[config.mk]
export PLATFORM = sky130hd
export DESIGN_NAME = wb_reg_slave
export DESIGN_NICKNAME = d
export VERILOG_FILES = /design/src/rtl/wb_reg_slave.sv
export SDC_FILE = /design/constraint.sdc
export NUM_CORES = 1
export LEC_CHECK = 0
export ABC_AREA = 1
export BUFFER_PORTS_ARGS = -buffer_cell sky130_fd_sc_hd__buf_4
export CORE_MARGIN = 2
export CORE_UTILIZATION = 53
export DETAILED_ROUTE_END_ITERATION = 10
export PLACE_DENSITY = 0.93
export SETUP_SLACK_MARGIN = 0.05
export SLEW_MARGIN = 20
export SYNTH_ARGS = -nofsm -noshare
export SYNTH_HDL_FRONTEND = slang
export SYNTH_SLANG_ARGS = --single-unit
[constraint.sdc]
create_clock -name clk_i -period 3.1 [get_ports clk_i]
set_input_delay 0.31 -clock clk_i [delete_from_list [all_inputs] [get_ports clk_i]]
set_output_delay 0.31 -clock clk_i [all_outputs]
set_load 0.005 [all_outputs]
[src/rtl/wb_reg_slave.sv]
// -----------------------------------------------------------------------------
// wb_reg_slave
// Wishbone register slave that fronts a byte-level bus engine. Four 8-bit
// registers sit behind the bus: CSR (enable / interrupt enable), DPR (tx byte
// out, rx byte in), CMDR (command issue and completion status) and FSMR
// (engine state, read-only). A two-state command FSM tracks whether a
// command is outstanding in the engine.
//
// Ports
//   clk_i, rst_i       clock, synchronous active-high reset
//   cyc_i, stb_i, we_i Wishbone cycle / strobe / write-enable
//   adr_i, dat_i       register select and write data
//   ack_o, dat_o       acknowledge and read data (0x00 outside ack cycles)
//   irq_o              level interrupt, raised on command completion when IE=1
//   cmd_valid_o, cmd_o one-cycle command pulse and command code to the engine
//   tx_data_o          last byte written to DPR
//   cmd_done_i         one-cycle completion pulse from the engine
//   cmd_status_i       completion status (00 done, 01 nak, 10 arb lost, 11 err)
//   rx_data_i          received byte, valid with cmd_done_i
//   fsm_state_i        engine state, visible through FSMR
// -----------------------------------------------------------------------------
module wb_reg_slave #(
  parameter int ADDR_WIDTH = 2,
  parameter int DATA_WIDTH = 8
) (
  input  logic                  clk_i,
  input  logic                  rst_i,
  input  logic                  cyc_i,
  input  logic                  stb_i,
  input  logic                  we_i,
  input  logic [ADDR_WIDTH-1:0] adr_i,
  input  logic [DATA_WIDTH-1:0] dat_i,
  output logic                  ack_o,
  output logic [DATA_WIDTH-1:0] dat_o,
  output logic                  irq_o,
  output logic                  cmd_valid_o,
  output logic [2:0]            cmd_o,
  output logic [7:0]            tx_data_o,
  input  logic                  cmd_done_i,
  input  logic [1:0]            cmd_status_i,
  input  logic [7:0]            rx_data_i,
  input  logic [7:0]            fsm_state_i
);

  typedef enum logic {S_IDLE = 1'b0, S_BUSY = 1'b1} state_t;

  state_t r_state;
  state_t w_state_nxt;

  logic                  r_ack;
  logic [DATA_WIDTH-1:0] r_dat;
  logic                  r_irq;
  logic                  r_cmd_valid;
  logic [2:0]            r_cmd;       // code driven to the engine
  logic [2:0]            r_cmd_fld;   // CMDR bits 2:0 as seen by software
  logic [7:0]            r_tx;
  logic [7:0]            r_rx;
  logic                  r_en;
  logic                  r_ie;
  logic                  r_don;
  logic                  r_nak;
  logic                  r_al;
  logic                  r_err;

  logic                  w_req;
  logic                  w_wr_csr;
  logic                  w_wr_dpr;
  logic                  w_wr_cmdr;
  logic                  w_rd_cmdr;
  logic                  w_busy;
  logic                  w_issue;
  logic                  w_bad_cmd;
  logic                  w_done;
  logic                  w_disable;
  logic [DATA_WIDTH-1:0] w_rd_val;

  // The !ack_o term makes a held request wait out the ack cycle, so the
  // slave can never ack on two consecutive cycles.
  assign w_req     = cyc_i & stb_i & ~r_ack;
  assign w_wr_csr  = w_req &  we_i & (adr_i == 2'd0);
  assign w_wr_dpr  = w_req &  we_i & (adr_i == 2'd1);
  assign w_wr_cmdr = w_req &  we_i & (adr_i == 2'd2);
  assign w_rd_cmdr = w_req & ~we_i & (adr_i == 2'd2);

  assign w_issue   = w_wr_cmdr & r_en & ~w_busy & (dat_i[2:0] != 3'd7);
  assign w_bad_cmd = w_wr_cmdr & r_en & ~w_busy & (dat_i[2:0] == 3'd7);
  assign w_done    = cmd_done_i & w_busy;
  assign w_disable = w_wr_csr & ~dat_i[7];

  // Command FSM: state register
  always_ff @(posedge clk_i) begin
    if (rst_i) r_state <= S_IDLE;
    else       r_state <= w_state_nxt;
  end

  // Command FSM: next state
  always_comb begin
    w_state_nxt = r_state;
    case (r_state)
      S_IDLE: if (w_issue) w_state_nxt = S_BUSY;
      S_BUSY: if (w_disable || cmd_done_i) w_state_nxt = S_IDLE;
      default: w_state_nxt = S_IDLE;
    endcase
  end

  // Command FSM: state decode
  always_comb begin
    w_busy = (r_state == S_BUSY);
  end

  // Read mux, evaluated at the request edge so dat_o is valid in the ack cycle
  always_comb begin
    w_rd_val = '0;
    case (adr_i)
      2'd0:    w_rd_val = {r_en, r_ie, 6'b000000};
      2'd1:    w_rd_val = r_rx;
      2'd2:    w_rd_val = {r_don, r_nak, r_al, r_err, 1'b0, r_cmd_fld};
      default: w_rd_val = fsm_state_i;
    endcase
  end

  // Bus handshake and read data
  always_ff @(posedge clk_i) begin
    if (rst_i) begin
      r_ack <= 1'b0;
      r_dat <= '0;
    end else begin
      r_ack <= w_req;
      r_dat <= (w_req & ~we_i) ? w_rd_val : '0;
    end
  end

  // CSR and DPR
  always_ff @(posedge clk_i) begin
    if (rst_i) begin
      r_en <= 1'b0;
      r_ie <= 1'b0;
      r_tx <= 8'h00;
      r_rx <= 8'h00;
    end else begin
      if (w_wr_csr) begin
        r_en <= dat_i[7];
        r_ie <= dat_i[6];
      end
      if (w_wr_dpr) r_tx <= dat_i;
      if (w_done && !w_disable) r_rx <= rx_data_i;
    end
  end

  // Command issue and CMDR status. Disable outranks a coincident completion.
  always_ff @(posedge clk_i) begin
    if (rst_i) begin
      r_cmd_valid <= 1'b0;
      r_cmd       <= 3'd0;
      r_cmd_fld   <= 3'd0;
      {r_don, r_nak, r_al, r_err} <= 4'b1000;
    end else begin
      r_cmd_valid <= w_issue;
      if (w_issue) r_cmd <= dat_i[2:0];
      if (w_disable) begin
        {r_don, r_nak, r_al, r_err} <= 4'b1000;
      end else if (w_issue) begin
        {r_don, r_nak, r_al, r_err} <= 4'b0000;
        r_cmd_fld <= dat_i[2:0];
      end else if (w_bad_cmd) begin
        {r_don, r_nak, r_al, r_err} <= 4'b1001;
        r_cmd_fld <= 3'd7;
      end else if (w_done) begin
        r_don <= 1'b1;
        r_nak <= (cmd_status_i == 2'b01);
        r_al  <= (cmd_status_i == 2'b10);
        r_err <= (cmd_status_i == 2'b11);
      end
    end
  end

  // Interrupt: clearing IE or disabling wins, then completion, then CMDR read
  always_ff @(posedge clk_i) begin
    if (rst_i)                                  r_irq <= 1'b0;
    else if (w_wr_csr && (!dat_i[7] || !dat_i[6])) r_irq <= 1'b0;
    else if (w_done)                            r_irq <= r_ie;
    else if (w_rd_cmdr)                         r_irq <= 1'b0;
  end

  assign ack_o       = r_ack;
  assign dat_o       = r_dat;
  assign irq_o       = r_irq;
  assign cmd_valid_o = r_cmd_valid;
  assign cmd_o       = r_cmd;
  assign tx_data_o   = r_tx;

endmodule

==> run_summary.xml <==
<?xml version="1.0" encoding="UTF-8"?>
<metrics>
  <group name="timing">
    <metric name="setup_repair_after_global_routing_missed_its_margin" unit="">false</metric>
    <metric name="finClkSkew" unit="ps">11.9</metric>
    <metric name="final_period_minus_worst_setup_slack" unit="ps">1460</metric>
    <metric name="final_hold_slack" unit="ps">163</metric>
    <metric name="timing.final.crit_share" unit="%">46.9</metric>
    <metric name="final_max_slew_viol_count" unit="">0</metric>
    <metric name="timing_worst_slew_pin_value" unit="ps">629</metric>
    <metric name="final-hold-violation-count" unit="">0</metric>
    <metric name="timing.max_slew.rel_slack" unit="%">58.0</metric>
    <metric name="timing.fmax" unit="GHz">0.687</metric>
    <metric name="setup_violating_endpoint_count_in_the_final_report" unit="">0</metric>
    <metric name="setup-tns-final" unit="ps">0</metric>
  </group>
  <group name="status">
    <metric name="status" unit="">finished, final reports clean</metric>
  </group>
  <group name="detailed_routing">
    <metric name="wl_per_cell" unit="um">11.2</metric>
    <metric name="number_of_iterations_in_the_first_detailed_routing_pass" unit="">4</metric>
    <metric name="route.final.wire_length" unit="mm">3.72</metric>
    <metric name="vias_per_cell" unit="">4.95</metric>
    <metric name="vias" unit="">1639</metric>
    <metric name="route.detailed.drc" unit="">0</metric>
    <metric name="detail-route-antenna-nets" unit="">0</metric>
    <metric name="initialDrtViolationCount" unit="">58</metric>
  </group>
  <group name="floorplan">
    <metric name="num_rows" unit="">20</metric>
    <metric name="die_height" unit="um">60.4</metric>
    <metric name="core_area" unit="sq um">3050</metric>
    <metric name="dieWidth" unit="um">60.4</metric>
    <metric name="initial_utilization" unit="%">55.3</metric>
    <metric name="die_area" unit="sq um">3650</metric>
    <metric name="io_pins" unit="">56</metric>
  </group>
  <group name="power_and_ir_drop">
    <metric name="static-leakage-power" unit="nW">1.00</metric>
    <metric name="vdd.ir_drop.worst" unit="mV">0.244</metric>
    <metric name="total_power_draw" unit="W">0.000831</metric>
    <metric name="power_density" unit="nW/um^2">384</metric>
  </group>
  <group name="worst_setup_path">
    <metric name="type_of_destination_of_the_critical_path" unit="">register</metric>
    <metric name="worst_ep_arrival_time" unit="ps">1690</metric>
    <metric name="critPathKind" unit="">register to register</metric>
    <metric name="ff2ff_path_depth" unit="">7</metric>
    <metric name="critical_path_required" unit="ps">3330</metric>
    <metric name="timing.critical_path.from_type" unit="">register</metric>
    <metric name="critical_path.max_fanout" unit="">24</metric>
  </group>
  <group name="logic_synthesis">
    <metric name="synth.lib_cells_used.distinct" unit="">22</metric>
    <metric name="syn-mean-instance-area" unit="sq um">7.28</metric>
    <metric name="fraction_of_registers_with_async_set_or_reset_after_synthesis" unit="%">0</metric>
    <metric name="post-synth-top-area-fraction" unit="%">47.4</metric>
    <metric name="synth.top_cells.by_area" unit="">sky130_fd_sc_hd__dfxtp_1 47%, sky130_fd_sc_hd__nand2_1 11%, sky130_fd_sc_hd__nor2_1 9.6%</metric>
    <metric name="synth_top_cell_by_area" unit="">sky130_fd_sc_hd__dfxtp_1</metric>
    <metric name="yosysWarnings" unit="">0</metric>
    <metric name="ys_top_cells_by_count" unit="">51 x sky130_fd_sc_hd__nand2_1, 43 x sky130_fd_sc_hd__nor2_1, 40 x sky130_fd_sc_hd__dfxtp_1</metric>
    <metric name="seq_area_frac_synth" unit="%">47.4</metric>
    <metric name="syn-instance-count" unit="">232</metric>
    <metric name="post-synth-top-count-cell" unit="">sky130_fd_sc_hd__nand2_1</metric>
    <metric name="synthesis.area" unit="sq um">1690</metric>
    <metric name="synth.ff_latch_count" unit="">40</metric>
    <metric name="synth_edf_count" unit="">0</metric>
    <metric name="synth_flop_cell" unit="">sky130_fd_sc_hd__dfxtp_1</metric>
    <metric name="syn-num-nets" unit="">266</metric>
  </group>
  <group name="global_routing">
    <metric name="maximum_number_of_pins_on_one_net_before_global_route_repair" unit="">25</metric>
    <metric name="via_count_of_the_first_global_routing_pass" unit="">1410</metric>
    <metric name="groute.usage.overall" unit="%">21.9</metric>
    <metric name="gr-total-overflow" unit="">0</metric>
    <metric name="grt_pass1_wl" unit="mm">5.89</metric>
    <metric name="antenna_found_initial" unit="">0</metric>
  </group>
  <group name="placed_design">
    <metric name="globalplace.congestion" unit="">0.863</metric>
    <metric name="buffer_ports.inserted" unit="">55</metric>
    <metric name="half_perimeter_wire_length_after_detailed_placement" unit="mm">2.85</metric>
  </group>
  <group name="cts">
    <metric name="post-cts-setup-buffers" unit="">0</metric>
    <metric name="path_clk_slew" unit="ps">90</metric>
    <metric name="hold_fix_buffers_cts" unit="">0</metric>
    <metric name="clk_latency" unit="ps">340</metric>
    <metric name="number_of_sinks_handled_by_clock_tree_synthesis" unit="">40</metric>
    <metric name="cts_tree" unit="">yes</metric>
    <metric name="cts-buffers-inserted" unit="">5</metric>
    <metric name="ctsRootBufferMaster" unit="">sky130_fd_sc_hd__clkbuf_4</metric>
    <metric name="clock_path_buffers" unit="">2</metric>
    <metric name="htreeDepth" unit="">2</metric>
    <metric name="postCtsResizedCells" unit="">0</metric>
  </group>
  <group name="worst_hold_path">
    <metric name="hold_class" unit="">input port to register</metric>
    <metric name="worst_hold_path.num_cells" unit="">2</metric>
  </group>
  <group name="layout">
    <metric name="antenna_cells_inserted" unit="">0</metric>
    <metric name="drive_above_1_share" unit="%">25.8</metric>
    <metric name="fin_nets" unit="">323</metric>
    <metric name="syn2layout_area_growth" unit="%">28.2</metric>
    <metric name="final_layout_fill_cell_count" unit="">267</metric>
  </group>
  <group name="run">
    <metric name="max-cap-violations" unit="">0</metric>
  </group>
</metrics>
-- flip-flops by register name, indices dropped and copies added (netlist names), 3 cells and up --
name	cells
tx_data_o	8
dat_o	8
cmd_o	3
r_rx	8
r_cmd_fld	3
-- cell families (layout without fill, tap and decap cells) --
logic type	count (synthesis)	after routing	share of synthesized area (%)
simple gates	120	120	32.5
flops	40	40	47.4
compound gates	38	38	11.8
buf+inv	34	89	8.23
-- power breakdown --
group	internal (W)	switching [W]
clock	0.0000758	0.000147
sequential	0.000517	0.00000197
combinational	0.0000429	0.0000457
total	0.000636	0.000195
-- worst max-delay path, stage by stage, from the launching register on --
cell	delay, ps
sky130_fd_sc_hd__dfxtp_1	350
sky130_fd_sc_hd__nand2_1	80
sky130_fd_sc_hd__inv_1	470
sky130_fd_sc_hd__o21ai_0	180
sky130_fd_sc_hd__o21ai_0	110
sky130_fd_sc_hd__nand2_1	70
sky130_fd_sc_hd__nand2_1	60
sky130_fd_sc_hd__nor2_1	40
-- layout make-up --
class	count	area [sq um]	area share [%]
timing repair buffer	55	413	19.1
sequential	40	801	37.0
inverter	29	110	5.09
clock buffer	5	37.5	1.73
tap	44	55.1	2.54
multi-input combinational	158	748	34.6
-- stage by stage --
step | util (%) | instances | instance area, sq um | worst slack [ps]
global route | 70.9 | 331 | 2160 | 1440
CTS | 70.9 | 331 | 2160 | 1640
floorplan | - | 232 | 1690 | 1980
detailed placement | 69.7 | 326 | 2130 | 1590
global placement | 69.7 | 326 | 2130 | 1640
finish | 70.9 | 331 | 2160 | 1640
-- path summary, 6_finish.rpt --
kind                            startpoint  endpoint  slack, ps
worst max-delay path               r_state     r_err       1640
worst min-delay path                 rst_i      r_ie        160
worst max register to register     r_state     r_err       1640
worst min register to register     r_rx[3]  dat_o[3]        480
-- cell usage in the layout (no fill, tap or decap) --
master and count:
sky130_fd_sc_hd__a21oi_1 15, sky130_fd_sc_hd__a22oi_1 1, sky130_fd_sc_hd__a31oi_1 5, sky130_fd_sc_hd__buf_4 55, sky130_fd_sc_hd__clkbuf_4 5, sky130_fd_sc_hd__clkinv_2 1
sky130_fd_sc_hd__dfxtp_1 40, sky130_fd_sc_hd__inv_1 27, sky130_fd_sc_hd__inv_2 1, sky130_fd_sc_hd__nand2_1 51, sky130_fd_sc_hd__nand2_2 1, sky130_fd_sc_hd__nand2_4 1
sky130_fd_sc_hd__nand3_1 14, sky130_fd_sc_hd__nand3_2 3, sky130_fd_sc_hd__nand4_4 1, sky130_fd_sc_hd__nor2_1 43, sky130_fd_sc_hd__nor2_2 1, sky130_fd_sc_hd__nor2_4 4
sky130_fd_sc_hd__o21ai_0 14, sky130_fd_sc_hd__o21ai_1 3, sky130_fd_sc_hd__or2_2 1
-- layer usage --
| layer | vias to the layer above | part of all wire [%] | global-route usage (%) |
|---|---|---|---|
| li1 | 839 | - | - |
| met1 | 729 | 42 | 25.8 |
| met2 | 63 | 48 | 37.0 |
| met3 | 8 | 8.3 | 7.25 |
| met4 | 0 | 1.7 | 8.70 |
| met5 | - | 0 | 0 |
Note: power is estimated with default switching activity, not from simulation.
